## src/rtl/list_sequencer.sv

```systemverilog
// ---------------------------------------------------------------------------
// list_sequencer
//
// Walks all 64 (A[i], B[j]) element pairs of two latched 8x4-bit operand
// vectors, issues each pair as a request to an external registered
// partial-product table, and accumulates the returned terms into a 23-bit
// sum. The result is published with a one-cycle done pulse.
//
// Ports
//   clk     in   1  system clock, all logic on posedge
//   rst_n   in   1  synchronous active-low reset
//   start   in   1  request a new operation (sampled only while idle)
//   a_vec   in  32  eight 4-bit elements, A[k] = a_vec[4k+3:4k]
//   b_vec   in  32  eight 4-bit elements, B[k] = b_vec[4k+3:4k]
//   data    in  17  table term, valid one clock after its request
//   comp1   out  4  A[i] of the pair being requested
//   comp2   out  4  B[j] of the pair being requested
//   i       out  3  outer pair index
//   j       out  3  inner pair index
//   busy    out  1  operation in progress
//   done    out  1  one-cycle completion pulse
//   result  out 23  final accumulated sum of the last completed operation
//
// Configuration
//   LIST_SEQ_DATA_PIPE_EN  when defined, data passes through one extra
//                          register before the accumulator; completion is
//                          one clock later and DRAIN lasts two cycles.
// ---------------------------------------------------------------------------
module list_sequencer (
    input  logic        clk,
    input  logic        rst_n,
    input  logic        start,
    input  logic [31:0] a_vec,
    input  logic [31:0] b_vec,
    input  logic [16:0] data,
    output logic [3:0]  comp1,
    output logic [3:0]  comp2,
    output logic [2:0]  i,
    output logic [2:0]  j,
    output logic        busy,
    output logic        done,
    output logic [22:0] result
);

    typedef enum logic [1:0] {
        IDLE  = 2'd0,
        ISSUE = 2'd1,
        DRAIN = 2'd2
    } state_t;

    state_t      state;
    logic [31:0] a_lat;
    logic [31:0] b_lat;
    // Index of the next pair to issue; bit 6 set means all 64 have gone out.
    logic [6:0]  cnt;
    // vld_p0: a request is on comp1/comp2/i/j this cycle.
    // vld_p1: the table term for that request is on data this cycle.
    logic        vld_p0;
    logic        vld_p1;
    logic [22:0] acc;

    logic [16:0] acc_term;
    logic        acc_vld;
    logic        prev_vld;
    logic [22:0] acc_next;

    function automatic logic [3:0] elem(input logic [31:0] vec, input logic [2:0] idx);
        return vec[{idx, 2'b00} +: 4];
    endfunction

`ifdef LIST_SEQ_DATA_PIPE_EN
    logic [16:0] data_p2;
    logic        vld_p2;

    // Extra data register; carries no control meaning, so no reset.
    always_ff @(posedge clk) begin
        data_p2 <= data;
    end

    always_ff @(posedge clk) begin
        if (!rst_n) vld_p2 <= 1'b0;
        else        vld_p2 <= vld_p1;
    end

    assign acc_term = data_p2;
    assign acc_vld  = vld_p2;
    assign prev_vld = vld_p1;
`else
    assign acc_term = data;
    assign acc_vld  = vld_p1;
    assign prev_vld = vld_p0;
`endif

    // Terms are unsigned and the worst-case total fits in 23 bits.
    assign acc_next = acc + {6'd0, acc_term};

    always_ff @(posedge clk) begin
        if (!rst_n) begin
            state  <= IDLE;
            busy   <= 1'b0;
            done   <= 1'b0;
            result <= '0;
            acc    <= '0;
            comp1  <= '0;
            comp2  <= '0;
            i      <= '0;
            j      <= '0;
            cnt    <= '0;
            vld_p0 <= 1'b0;
            vld_p1 <= 1'b0;
        end else begin
            done   <= 1'b0;
            vld_p1 <= vld_p0;
            if (acc_vld) acc <= acc_next;

            case (state)
                IDLE: begin
                    comp1  <= '0;
                    comp2  <= '0;
                    i      <= '0;
                    j      <= '0;
                    vld_p0 <= 1'b0;
                    if (start) begin
                        a_lat  <= a_vec;
                        b_lat  <= b_vec;
                        acc    <= '0;
                        busy   <= 1'b1;
                        // Pair 0 goes out straight from the inputs so it is
                        // visible in the cycle right after the start edge.
                        comp1  <= elem(a_vec, 3'd0);
                        comp2  <= elem(b_vec, 3'd0);
                        vld_p0 <= 1'b1;
                        cnt    <= 7'd1;
                        state  <= ISSUE;
                    end
                end

                ISSUE: begin
                    if (cnt[6]) begin
                        comp1  <= '0;
                        comp2  <= '0;
                        i      <= '0;
                        j      <= '0;
                        vld_p0 <= 1'b0;
                        state  <= DRAIN;
                    end else begin
                        comp1  <= elem(a_lat, cnt[5:3]);
                        comp2  <= elem(b_lat, cnt[2:0]);
                        i      <= cnt[5:3];
                        j      <= cnt[2:0];
                        vld_p0 <= 1'b1;
                        cnt    <= cnt + 7'd1;
                    end
                end

                DRAIN: begin
                    // The last term is the one whose successor stage is empty.
                    if (acc_vld && !prev_vld) begin
                        result <= acc_next;
                        done   <= 1'b1;
                        busy   <= 1'b0;
                        state  <= IDLE;
                    end
                end

                default: begin
                    state <= IDLE;
                    busy  <= 1'b0;
                end
            endcase
        end
    end

endmodule

```

## config.mk

```make
export PLATFORM = sky130hd
export DESIGN_NAME = list_sequencer
export DESIGN_NICKNAME = d
export VERILOG_FILES = /design/src/rtl/list_sequencer.sv
export SDC_FILE = /design/constraint.sdc
export NUM_CORES = 1
export LEC_CHECK = 0
export CAP_MARGIN = 20
export CORE_ASPECT_RATIO = 0.9
export CORE_MARGIN = 2
export CORE_UTILIZATION = 48
export CTS_BUF_LIST = sky130_fd_sc_hd__clkbuf_4
export DETAILED_ROUTE_END_ITERATION = 8
export HOLD_SLACK_MARGIN = 0.03
export PLACE_DENSITY = 0.78
export SKIP_CTS_REPAIR_TIMING = 1
export SYNTH_ARGS = -nofsm -noshare
export SYNTH_HDL_FRONTEND = slang
export SYNTH_SLANG_ARGS = --single-unit
```

## constraint.sdc

```tcl
create_clock -name clk -period 4.9 [get_ports clk]
set_input_delay 1.47 -clock clk [delete_from_list [all_inputs] [get_ports clk]]
set_output_delay 1.47 -clock clk [all_outputs]
set_load 0.01 [all_outputs]
```

[After elaboration in Yosys (flattened, before gate mapping)]
Index checks and enable logic that the tools add are counted.
Operators by class
  bitwise logic cells: 1
  magnitude comparators: 0
  add/sub/neg operators: 2
  div/mod/pow operators: 0
  $mul: 0
  muxes and demuxes: 27
  reductions and logical operators: 11
  eq/ne operators: 6
  shifts and indexed selects: 2
Operators by type and width (count)
  23-bit 2-to-1 mux: 3
  32-bit by 6-bit variable part select with 4-bit output: 2
  23-bit by 17-bit adder with 23-bit output: 1
  4-bit 2-to-1 mux: 4
  4-bit one-hot mux with 2 select lines: 2
  7-bit 2-to-1 mux: 2
  7-bit one-hot mux with 2 select lines: 1
  3-bit one-hot mux with 2 select lines: 2
  3-bit AND reduction: 4
  2-bit inequality test, second input constant: 4
  7-bit by 1-bit adder with 7-bit output, second input constant: 1
  2-bit 2-to-1 mux: 3
  3-bit 2-to-1 mux: 2
  2-bit one-hot mux with 3 select lines: 1
  2-bit AND reduction: 3
  1-bit 2-to-1 mux: 5
  1-bit one-hot mux with 3 select lines: 1
  2-bit by 1-bit equality test with 1-bit output, second input constant: 1
  2-bit equality test, second input constant: 1
  2-bit logical NOT: 1
  1-bit one-hot mux with 2 select lines: 1
  2-bit nonzero test: 1
  1-bit logical AND: 1
  1-bit logical NOT: 1
  1-bit inverter: 1
Storage, ports and cells
  latch bits: 0
  memories kept: 0
  logic and storage cells: 64
  output and inout port bits: 39
  register bits after elaboration: 137
  ROM bits: 0
  bits in writable memories: 0

[Longest topological paths before layout]
  depth after elaboration: 4
  depth in mapped cells: 10
  gate-level depth less buffers: 10

[Worst setup path before layout]
No wires, ideal clock.
  kind: in2reg
  start: input rst_n
  end: register a_lat[0], enable pin
  arrival: 4539 ps
  required time: 4413 ps
  cell stages on the path: 3
  path slack: -126 ps
  setup time: 487 ps
  path through: clkinv_1 -> clkbuf_1 -> nor2_1
On the way
  longest elaborated chain between the ends: 1
RTL lines
  start, declared: line 31  | input logic rst_n,
  3-bit AND reduction (no line)
  end signal, assigned: line 124  | a_lat <= a_vec;
  end, declared: line 52  | logic [31:0] a_lat;
Every way passes these cells.
A chain may end at the register's enable or synchronous reset.

[Worst setup path in the final report]
  start: input data[0]
  end: register acc[16]
On the way
  longest elaborated chain between the ends: 4
RTL lines
  start, declared: line 35  | input logic [16:0] data,
  23-bit by 17-bit adder with 23-bit output (*): line 95  | assign acc_next = acc + {6'd0, acc_term};
  23-bit 2-to-1 mux (*): line 114  | if (acc_vld) acc <= acc_next;
  23-bit 2-to-1 mux: line 123  | if (start) begin
  23-bit 2-to-1 mux (*): line 116  | case (state)
  end signal, assigned: line 114
  end, declared: line 60  | logic [22:0] acc;
Every way passes the cells marked *; elsewhere a longest branch is shown, timed or not.

==> run summary <==
### Synth
* 56 — post-synthesis cell type count
* sky130_fd_sc_hd__edfxtp_1 — area leader, netlist
* 11.2 sq um — Avg Cell Area, Syn
* 0 — Yosys Warn Count
* 64 — number of flops mapped to enable cells by yosys
* 641 — net count after synthesis
* sky130_fd_sc_hd__dfxtp_1 — Most used DFF post-synth
* sky130_fd_sc_hd__edfxtp_1 32%, sky130_fd_sc_hd__dfxtp_1 24%, sky130_fd_sc_hd__mux4_2 5.6%, sky130_fd_sc_hd__a21oi_1 4.2%, sky130_fd_sc_hd__nor2_1 3.8% — top post-synthesis cells by area
* 6050 sq um — synthesized cell area
* 55.9% — share of the yosys chip area belonging to registers
* 31.8% — Yosys top cell area share
* 0% — async set-reset flop share out of synthesis
* 73 x sky130_fd_sc_hd__dfxtp_1, 64 x sky130_fd_sc_hd__edfxtp_1, 61 x sky130_fd_sc_hd__nor2_1 — cell types with the highest counts after synthesis
* 137 — Seq cells post-synth
* 538 — Synth Instances
* sky130_fd_sc_hd__dfxtp_1 — most frequently used cell type in the post-synthesis netlist

### Global route
* 0 — number of antenna violations at the first check in global routing
* 21700 microns — first-pass GRT wire length
* 0 — sum of overflow across all layers after global routing
* 20.8% — GR Util All Layers
* 4584 — via count of the first global-routing pass
* 49 — pin count of the biggest net entering global routing

### Cells and area
* 762 — fin nets
* 832 — non-filler instance count after layout
* 0 — Inserted Diodes
* 10.4% — fraction of layout instances using a drive strength above 1
* 27.4% — Layout area overhead

### Drt
* 5.37 — detail-routed via count per cell
* 5 — first-pass iteration count of the detailed router
* 16.0 microns — mean routed wirelength per cell
* 0 — DRC viols
* 0 — Detail Route Antenna Nets
* 312 — DRC marker count from the first detailed-route iteration
* 4470 — via total after detailed routing
* 13300 microns — wirelength, routed

### Status
* completed — result of the run

### Clocking
* 2 — CTS Buffer Depth
* built — clock tree from TritonCTS
* 137 — number of sinks driven by the clock tree
* 17 — CTS buffer count
* sky130_fd_sc_hd__clkbuf_4 — buffer type at the clock tree root
* 0.11 ns — clock slew at the register clock pins of the worst setup and hold paths
* 4 — H-tree levels
* 0.56 ns — Clk Latency, worst-skew pair

### STA
* 0.0215 ns — Clock Skew
* 296 MHz — Max Clock Freq
* no — setup repair after global routing missed its margin
* 0 — final hold vios
* 0 — final slew viol count
* 0 ns — summed negative setup slack over all endpoints
* 3.37 ns — clock period minus final worst setup slack
* 39.3% — Max-Slew Margin vs Limit
* 0 — total of endpoints with negative setup slack in the final report
* 0.909 ns — pin slew with the least headroom to its limit
* 0.460 ns — final hold slack
* 68.9% — Final period util

### Floorplanning
* 122 microns — Chip Width
* 123 — count of boundary I/O pins
* 111 microns — die outline height
* 13500 sq um — DIE AREA
* 49.7% — effective utilization at floorplan
* 38 — placement row count
* 12200 sq um — Core Area

### Power
* 0.00271 uW — Lkg Pwr
* 291 nW/um^2 — PwrDens
* 214 uV — Peak supply drop

### Setup path
* 3.78 ns — arrival time reported for the critical path endpoint
* 4 — Worst Path Max Fanout
* in -> reg — kind of critical path
* primary input — nature of the critical path startpoint
* flip-flop — CP endpoint kind
* 5.30 ns — Required @ worst endpoint

### Placement
* 122 — number of port buffers
* 798 — total placed cells including tap cells
* 9510 microns — post-detail-place hpwl
* 0.839 — GPL Wtd Cong

### Run
* 0 — number of max-cap violations

### Min path
* reg -> reg — worst hold path type

[logic make-up after synthesis]
kind of cell | synth area share (%)
mux | 9.56
flops | 55.9
compound gates | 11.7
simple gates | 12.8
fa+ha+maj | 4.05
buf+inv | 2.81
xor+xnor | 3.19
[registers in the layout (all words and copies together) (netlist names)]
register and flops:
busy 1, i 3, j 3, done 1, comp2 4, comp1 4, acc 23, result 23
cnt 7, state 2, a_lat 32, b_lat 32, acc_vld 1, prev_vld 1
[critical path, stage by stage]
cell and delay, ns:
sky130_fd_sc_hd__clkdlybuf4s50_1 0.46, sky130_fd_sc_hd__ha_1 0.18, sky130_fd_sc_hd__inv_1 0.06, sky130_fd_sc_hd__fa_1 0.39
sky130_fd_sc_hd__nand2b_1 0.19, sky130_fd_sc_hd__a21oi_2 0.21, sky130_fd_sc_hd__o211a_1 0.23, sky130_fd_sc_hd__o31ai_2 0.11
sky130_fd_sc_hd__a21oi_1 0.19, sky130_fd_sc_hd__xnor2_1 0.17, sky130_fd_sc_hd__o22ai_1 0.12
[layout by cell type (no fill, tap or decap), types with 3 or more instances in the layout]
cell type,count
sky130_fd_sc_hd__or3_1,4
sky130_fd_sc_hd__clkinvlp_4,3
sky130_fd_sc_hd__mux2i_1,12
sky130_fd_sc_hd__o22ai_1,6
sky130_fd_sc_hd__a22oi_1,7
sky130_fd_sc_hd__mux4_2,15
sky130_fd_sc_hd__a21oi_1,51
sky130_fd_sc_hd__clkbuf_4,18
sky130_fd_sc_hd__o21ai_0,24
sky130_fd_sc_hd__and2_1,5
sky130_fd_sc_hd__buf_4,4
sky130_fd_sc_hd__a21o_1,3
sky130_fd_sc_hd__nand4_1,6
sky130_fd_sc_hd__nor2_1,60
sky130_fd_sc_hd__mux2_2,7
sky130_fd_sc_hd__inv_6,4
sky130_fd_sc_hd__inv_1,10
sky130_fd_sc_hd__ha_1,18
sky130_fd_sc_hd__nand2b_1,11
sky130_fd_sc_hd__a221o_1,5
sky130_fd_sc_hd__xor2_1,10
sky130_fd_sc_hd__xnor2_1,12
sky130_fd_sc_hd__edfxtp_1,64
sky130_fd_sc_hd__clkdlybuf4s50_1,122
sky130_fd_sc_hd__nand2_1,47
sky130_fd_sc_hd__nor3_1,4
sky130_fd_sc_hd__nand3_1,20
sky130_fd_sc_hd__dfxtp_1,73
sky130_fd_sc_hd__o21a_1,3
[metrics by stage]
step | util (%) | cell area, sq um | setup slack [ns] | power (uW)
3_5_place_dp | 60.7 | 7390 | 0.964 | 1530
2_1_floorplan | - | 6050 | 0.946 | 1420
3_3_place_gp | 60.7 | 7390 | 1.05 | 1520
5_1_grt | 63.3 | 7710 | 1.36 | 2350
6_report | 63.3 | 7710 | 1.53 | 2240
4_1_cts | 63.0 | 7670 | 1.56 | 2260
[metal layers]
| metal | up-vias | global-route usage (%) | part of all wire [%] |
|---|---|---|---|
| met2 | 167 | 33.9 | 49 |
| met3 | 18 | 8.57 | 9.0 |
| met5 | - | 0 | 0 |
| li1 | 2201 | - | - |
| met4 | 0 | 6.97 | 1.2 |
| met1 | 2084 | 24.8 | 41 |
[final timing paths]
kind              from        end  slack (ns)  depth (start not counted)
max            data[0]    acc[16]        1.53                         11
min          result[7]  result[7]        0.46                          2
max reg2reg   state[1]    acc[21]        2.43                          5
min reg2reg  result[7]  result[7]        0.46                          2
[power breakdown]
group | internal [uW] | switching (uW)
Clock | 311 | 424
Combinational | 139 | 111
Sequential | 1240 | 22.3
Total | 1690 | 557
[final cells by class]
type / count / area (sq um)
clock buffers: 18 / 135
clock inverters: 14 / 145
fillers: 971 / 4460
inverters: 11 / 41.3
multi-input cells: 364 / 2500
flip-flops and latches: 137 / 3380
well taps: 160 / 200
repair buffers: 128 / 1300
Note: power is estimated with default switching activity, not from simulation.
